[config.mk]
export PLATFORM = sky130hd
export DESIGN_NAME = seq_divider
export DESIGN_NICKNAME = d
export VERILOG_FILES = /design/src/rtl/div_pkg.sv /design/src/rtl/div_step.sv /design/src/rtl/seq_divider.sv
export SDC_FILE = /design/constraint.sdc
export NUM_CORES = 1
export LEC_CHECK = 0
export BUFFER_PORTS_ARGS = -buffer_cell sky130_fd_sc_hd__buf_2
export CAP_MARGIN = 5
export CELL_PAD_IN_SITES_DETAIL_PLACEMENT = 1
export CELL_PAD_IN_SITES_GLOBAL_PLACEMENT = 2
export CORE_ASPECT_RATIO = 0.75
export CORE_MARGIN = 2
export CORE_UTILIZATION = 36
export CTS_CLUSTER_SIZE = 16
export DETAILED_ROUTE_END_ITERATION = 10
export PLACE_DENSITY = 0.87
export SLEW_MARGIN = 5
export SYNTH_ARGS = -nofsm -noshare
export SYNTH_HDL_FRONTEND = slang
export SYNTH_SLANG_ARGS = --single-unit
[constraint.sdc]
create_clock -name clk -period 3.7 [get_ports clk]
set_clock_uncertainty 0.15 [all_clocks]
set_input_delay 0.74 -clock clk [delete_from_list [all_inputs] [get_ports clk]]
set_output_delay 0.74 -clock clk [all_outputs]
set_load 0.005 [all_outputs]
[src/rtl/div_pkg.sv]
// Shared constants and types for the sequential signed divider.
package div_pkg;

    localparam int NUMBIT = 10;

    typedef enum logic [1:0] {
        IDLE,
        CALC,
        DONE
    } state_t;

endpackage

[src/rtl/div_step.sv]
// One radix-2 non-restoring division iteration on magnitudes.
module div_step
    import div_pkg::*;
#(
    parameter int numbit = NUMBIT
) (
    input  logic [numbit:0]   part_rem,
    input  logic [numbit-1:0] quo_in,
    input  logic [numbit-1:0] div_mag,
    output logic [numbit:0]   rem_next,
    output logic [numbit-1:0] quo_next
);

    logic [numbit:0] shifted;

    // |part_rem| < div_mag, so the doubled value still fits in numbit+1 signed bits
    assign shifted  = {part_rem[numbit-1:0], quo_in[numbit-1]};
    assign rem_next = part_rem[numbit] ? (shifted + {1'b0, div_mag})
                                       : (shifted - {1'b0, div_mag});
    assign quo_next = {quo_in[numbit-2:0], ~rem_next[numbit]};

endmodule

[src/rtl/seq_divider.sv]
// Multi-cycle signed divider: truncating quotient, remainder follows dividend sign.
module seq_divider
    import div_pkg::*;
#(
    parameter int numbit = NUMBIT
) (
    input  logic              clk,
    input  logic              rst_n,
    input  logic              in_valid,
    output logic              in_ready,
    input  logic [numbit-1:0] dividend,
    input  logic [numbit-1:0] divisor,
    output logic              out_valid,
    input  logic              out_ready,
    output logic [numbit-1:0] quotient,
    output logic [numbit-1:0] remainder,
    output logic              div_by_zero
);

    localparam int CNT_W = $clog2(numbit + 1);

    state_t            state;
    logic [CNT_W-1:0]  iter_cnt;
    logic [numbit:0]   part_rem;
    logic [numbit-1:0] quo_acc;
    logic [numbit-1:0] div_mag;
    logic              sign_dividend;
    logic              sign_divisor;
    logic              zero_div;

    logic [numbit:0]   step_rem;
    logic [numbit-1:0] step_quo;
    logic [numbit-1:0] dividend_mag;
    logic [numbit-1:0] divisor_mag;
    logic [numbit-1:0] rem_mag;

    div_step #(.numbit(numbit)) u_step (
        .part_rem (part_rem),
        .quo_in   (quo_acc),
        .div_mag  (div_mag),
        .rem_next (step_rem),
        .quo_next (step_quo)
    );

    // Magnitude of the most negative value wraps to itself, which is correct as unsigned
    assign dividend_mag = dividend[numbit-1] ? -dividend : dividend;
    assign divisor_mag  = divisor[numbit-1]  ? -divisor  : divisor;
    assign rem_mag      = part_rem[numbit] ? (part_rem[numbit-1:0] + div_mag)
                                           : part_rem[numbit-1:0];

    always_ff @(posedge clk or negedge rst_n) begin
        if (!rst_n) begin
            state         <= IDLE;
            in_ready      <= 1'b1;
            out_valid     <= 1'b0;
            iter_cnt      <= '0;
            part_rem      <= '0;
            quo_acc       <= '0;
            div_mag       <= '0;
            sign_dividend <= 1'b0;
            sign_divisor  <= 1'b0;
            zero_div      <= 1'b0;
            quotient      <= '0;
            remainder     <= '0;
            div_by_zero   <= 1'b0;
        end else begin
            case (state)
                IDLE: begin
                    if (in_valid) begin
                        part_rem      <= '0;
                        quo_acc       <= dividend_mag;
                        div_mag       <= divisor_mag;
                        sign_dividend <= dividend[numbit-1];
                        sign_divisor  <= divisor[numbit-1];
                        zero_div      <= (divisor == '0);
                        iter_cnt      <= '0;
                        in_ready      <= 1'b0;
                        state         <= CALC;
                    end
                end
                CALC: begin
                    // A zero divisor skips the iterations; quo_acc still holds |dividend|
                    if (zero_div) begin
                        quotient    <= '1;
                        remainder   <= sign_dividend ? -quo_acc : quo_acc;
                        div_by_zero <= 1'b1;
                        out_valid   <= 1'b1;
                        state       <= DONE;
                    end else if (iter_cnt == CNT_W'(numbit)) begin
                        quotient    <= (sign_dividend ^ sign_divisor) ? -quo_acc : quo_acc;
                        remainder   <= sign_dividend ? -rem_mag : rem_mag;
                        div_by_zero <= 1'b0;
                        out_valid   <= 1'b1;
                        state       <= DONE;
                    end else begin
                        part_rem <= step_rem;
                        quo_acc  <= step_quo;
                        iter_cnt <= iter_cnt + CNT_W'(1);
                    end
                end
                DONE: begin
                    if (out_ready) begin
                        out_valid <= 1'b0;
                        in_ready  <= 1'b1;
                        state     <= IDLE;
                    end
                end
                default: begin
                    out_valid <= 1'b0;
                    in_ready  <= 1'b1;
                    state     <= IDLE;
                end
            endcase
        end
    end

endmodule
==> flow_metrics.py <==
metrics = {
    "clock_tree": {
        "cts_tree": "done",
        "cts_buffer_depth": 2,
        "numClockSinks": 63,
        "clock_latency_ns": 0.34,
        "cts_buffers": 9,
        "cts_resized": 0,
        "clk_pin_slew_ns": 0.06,
        "htree_levels": 3,
        "holdBufCountCts": 0,
        "postCtsSetupBuffers": 0,
        "root_buffer": "clkbuf_16",
    },
    "synthesis": {
        "synth_edf_count": 0,
        "yosys_register_bits": 63,
        "syn_nets": 578,
        "synth.avg_cell_area_um2": 8.50,
        "synth_area_mm2": 0.00447,
        "async_flop_share": 1.00,
        "yosys_warnings": 0,
        "synth_flop_cell": "dfrtp_1",
        "synth_cell_type_count": 57,
        "netlist_instances": 526,
        "seq_area_frac_synth": 0.353,
    },
    "floorplan": {
        "dieHeight_um": 101,
        "initial_utilization": 0.366,
        "ios": 47,
        "rows": 35,
        "core-area_mm2": 0.0122,
        "die_area_mm2": 0.0133,
        "fp.dieW_um": 133,
    },
    "timing": {
        "worst_pin_slew_ns": 0.880,
        "setup_viol_count_final": 0,
        "maxSlewHeadroom": 0.413,
        "clock.fmax_ghz": 0.282,
        "worst_slack_ns": 0.148,
        "whs_ns": 0.320,
        "rsz0062_at_grt": "false",
        "setup_tns_ns": 0,
        "hold_viol": 0,
        "period_needed_ns": 3.55,
        "final_max_slew_viol_count": 0,
        "timing.final.crit_share": 0.960,
    },
    "worst_setup_path": {
        "cp.required_ns": 3.77,
        "r2r_end": "remainder[9]",
        "rrSetupSlack_ns": 0.15,
        "startpoint_type": "register",
        "endpoint": "remainder[9]",
        "cpPeakStageDelay_ns": 0.52,
        "worstPathArrival_ns": 3.62,
        "critical_path.max_fanout": 4,
        "reg2reg_depth": 10,
        "path_class": "reg2reg",
        "crit_start": "part_rem[0]",
        "cpMaxStageDelayCell": "or4b_4",
        "timing.rr.start": "part_rem[0]",
        "end_kind": "register",
        "crit_chain": "ha_1, fa_1, a211oi_2, o31ai_1, xor2_1, mux2i_1, or4b_4, o31ai_4, xnor2_1, a221o_1",
    },
    "power": {
        "seqPwrFrac": 0.254,
        "power.share.clock": 0.137,
        "power_density_mw_per_mm2": 1140,
        "p_sw_frac": 0.486,
        "power_frac_comb": 0.609,
        "power.internal_mw": 3.03,
        "p_leak_nw": 2.38,
        "p_sw_mw": 2.87,
        "peakVddDrop_uv": 325,
    },
    "detailed_routing": {
        "ant_nets": 0,
        "routed_wl_um": 13000,
        "drc": 0,
        "num_vias": 3948,
        "viasPerCell": 5.35,
        "wl_per_cell_um": 17.6,
        "drtIter0Drc": 182,
        "firstDrtPassIters": 4,
    },
    "worst_hold_path": {
        "min-delay-path-class": "reg2reg",
        "hold_start": "remainder[4]",
    },
    "placement": {
        "dpl.hpwl_um": 9940,
        "dp.cells": 722,
        "routabilityCongestion": 0.793,
        "portBuffers": 46,
        "preCtsSetupSlack_ns": 0.234,
    },
    "grt": {
        "gr-total-overflow": 0,
        "grt_pass1_vias": 4118,
        "grt_pass1_wl_um": 21200,
        "grt_start_max_net_pins": 42,
        "track_usage": 0.203,
        "antenna_found_initial": 0,
    },
    "final_layout": {
        "diodes": 0,
        "layout.nets": 619,
        "drive_gt1_frac": 0.143,
        "layoutNonFillerInstCount": 738,
        "syn2layout_area_growth_pct": 15.5,
        "utilization": 0.423,
    },
    "outcome": {
        "status": "completed",
    },
    "flow_run": {
        "max-cap-violations": 0,
    },
}
-- cells by family (layout without fill, tap and decap cells) --
kind of cell    count (synthesis)  after routing  share of synthesized area
simple gates                  182            182                      0.187
flops                          63             63                      0.353
compound gates                135            135                      0.194
buf+inv                        47             93                     0.0400
fa+ha+maj                      28             28                     0.0817
xor+xnor                       62             62                      0.121
mux                             9              9                     0.0232
-- through the flow --
step / total power, mW / cell area [um2]
finish: 5.90 / 5160
global route: 6.47 / 5160
CTS: 5.94 / 5160
detailed placement: 5.07 / 4880
global placement: 4.89 / 4880
floorplan: 4.05 / 4470
-- Yosys cell counts, types with 3 or more instances --
| master | n | area share |
|---|---|---|
| a21o_1 | 3 | 0.0050 |
| a21oi_1 | 31 | 0.035 |
| a221o_1 | 4 | 0.0090 |
| a22oi_1 | 4 | 0.0067 |
| a31oi_1 | 3 | 0.0042 |
| clkbuf_1 | 21 | 0.018 |
| dfrtp_1 | 62 | 0.35 |
| ha_1 | 26 | 0.073 |
| inv_1 | 22 | 0.018 |
| mux2i_1 | 7 | 0.016 |
| nand2_1 | 73 | 0.061 |
| nand2b_1 | 7 | 0.0098 |
| nand3_1 | 15 | 0.017 |
| nand4_1 | 3 | 0.0042 |
| nor2_1 | 46 | 0.039 |
| nor2b_1 | 6 | 0.0084 |
| nor3_1 | 10 | 0.011 |
| o211ai_1 | 3 | 0.0050 |
| o21ai_0 | 47 | 0.053 |
| o31ai_1 | 15 | 0.025 |
| o41ai_1 | 3 | 0.0059 |
| or3_1 | 5 | 0.0070 |
| or4_1 | 5 | 0.0084 |
| xnor2_1 | 16 | 0.031 |
| xor2_1 | 46 | 0.090 |
-- registers in the layout, indices dropped and copies added, names as in the netlist --
name and flops:
remainder 10, quo_acc 10, div_by_zero 1, sign_divisor 1, iter_cnt 4, quotient 10, zero_div 1, out_valid 1
state 2, div_mag 10, part_rem 11, sign_dividend 1, in_ready 1
-- critical path: cells and delay by family (launching register included) --
family                   cells  cell delay, ns
AND/OR/NAND/NOR              1            0.52
XOR/XNOR                     2            0.28
multiplexers                 1            0.26
flip-flops                   1            0.42
AO/OA/AOI/OAI                4            1.07
adder cells (fa/ha/maj)      2            0.71
-- power groups by stage --
| stage | sequential (mW) | clock [mW] | combinational, mW |
|---|---|---|---|
| after global placement | 1.47 | 0 | 3.42 |
| after detailed placement | 1.50 | 0 | 3.58 |
| after floorplan | 1.29 | 0 | 2.76 |
| after global routing | 1.55 | 0.859 | 4.07 |
| final | 1.50 | 0.809 | 3.59 |
| after CTS | 1.49 | 0.826 | 3.62 |
-- per-layer routing --
layer | GRT usage | up-vias | wire length (um)
met4 | 0.0447 | 0 | 119
met3 | 0.0427 | 11 | 420
li1 | - | 1926 | -
met5 | 0 | - | 0
met1 | 0.284 | 1948 | 6550
met2 | 0.326 | 63 | 5870
-- final cells by class --
class,instances,area (um2)
multi-input cells,416,2720
fillers,1474,7050
well taps,166,208
clock buffers,10,239
repair buffers,55,298
inverters,22,82.6
flip-flops and latches,63,1580
clock inverters,6,43.8
-- worst min path at each step --
stage	endpoint	slack (ns)	cells past startpoint
4_1_cts	remainder[4]	0.33	2
3_3_place_gp	remainder[6]	0.31	2
5_1_grt	div_by_zero	0.35	2
2_1_floorplan	div_by_zero	0.29	0
6_report	remainder[4]	0.32	2
3_5_place_dp	div_by_zero	0.31	2
-- layout by cell type, fill, tap and decap left out, types with 16 or more instances in the layout --
| cell type | n |
|---|---|
| a21oi_1 | 31 |
| ha_1 | 26 |
| dfrtp_1 | 62 |
| nor2_1 | 46 |
| buf_2 | 46 |
| xnor2_1 | 16 |
| xor2_1 | 46 |
| inv_1 | 22 |
| nand2_1 | 73 |
| o21ai_0 | 47 |
No activity file was read; power rests on OpenSTA's default activity.
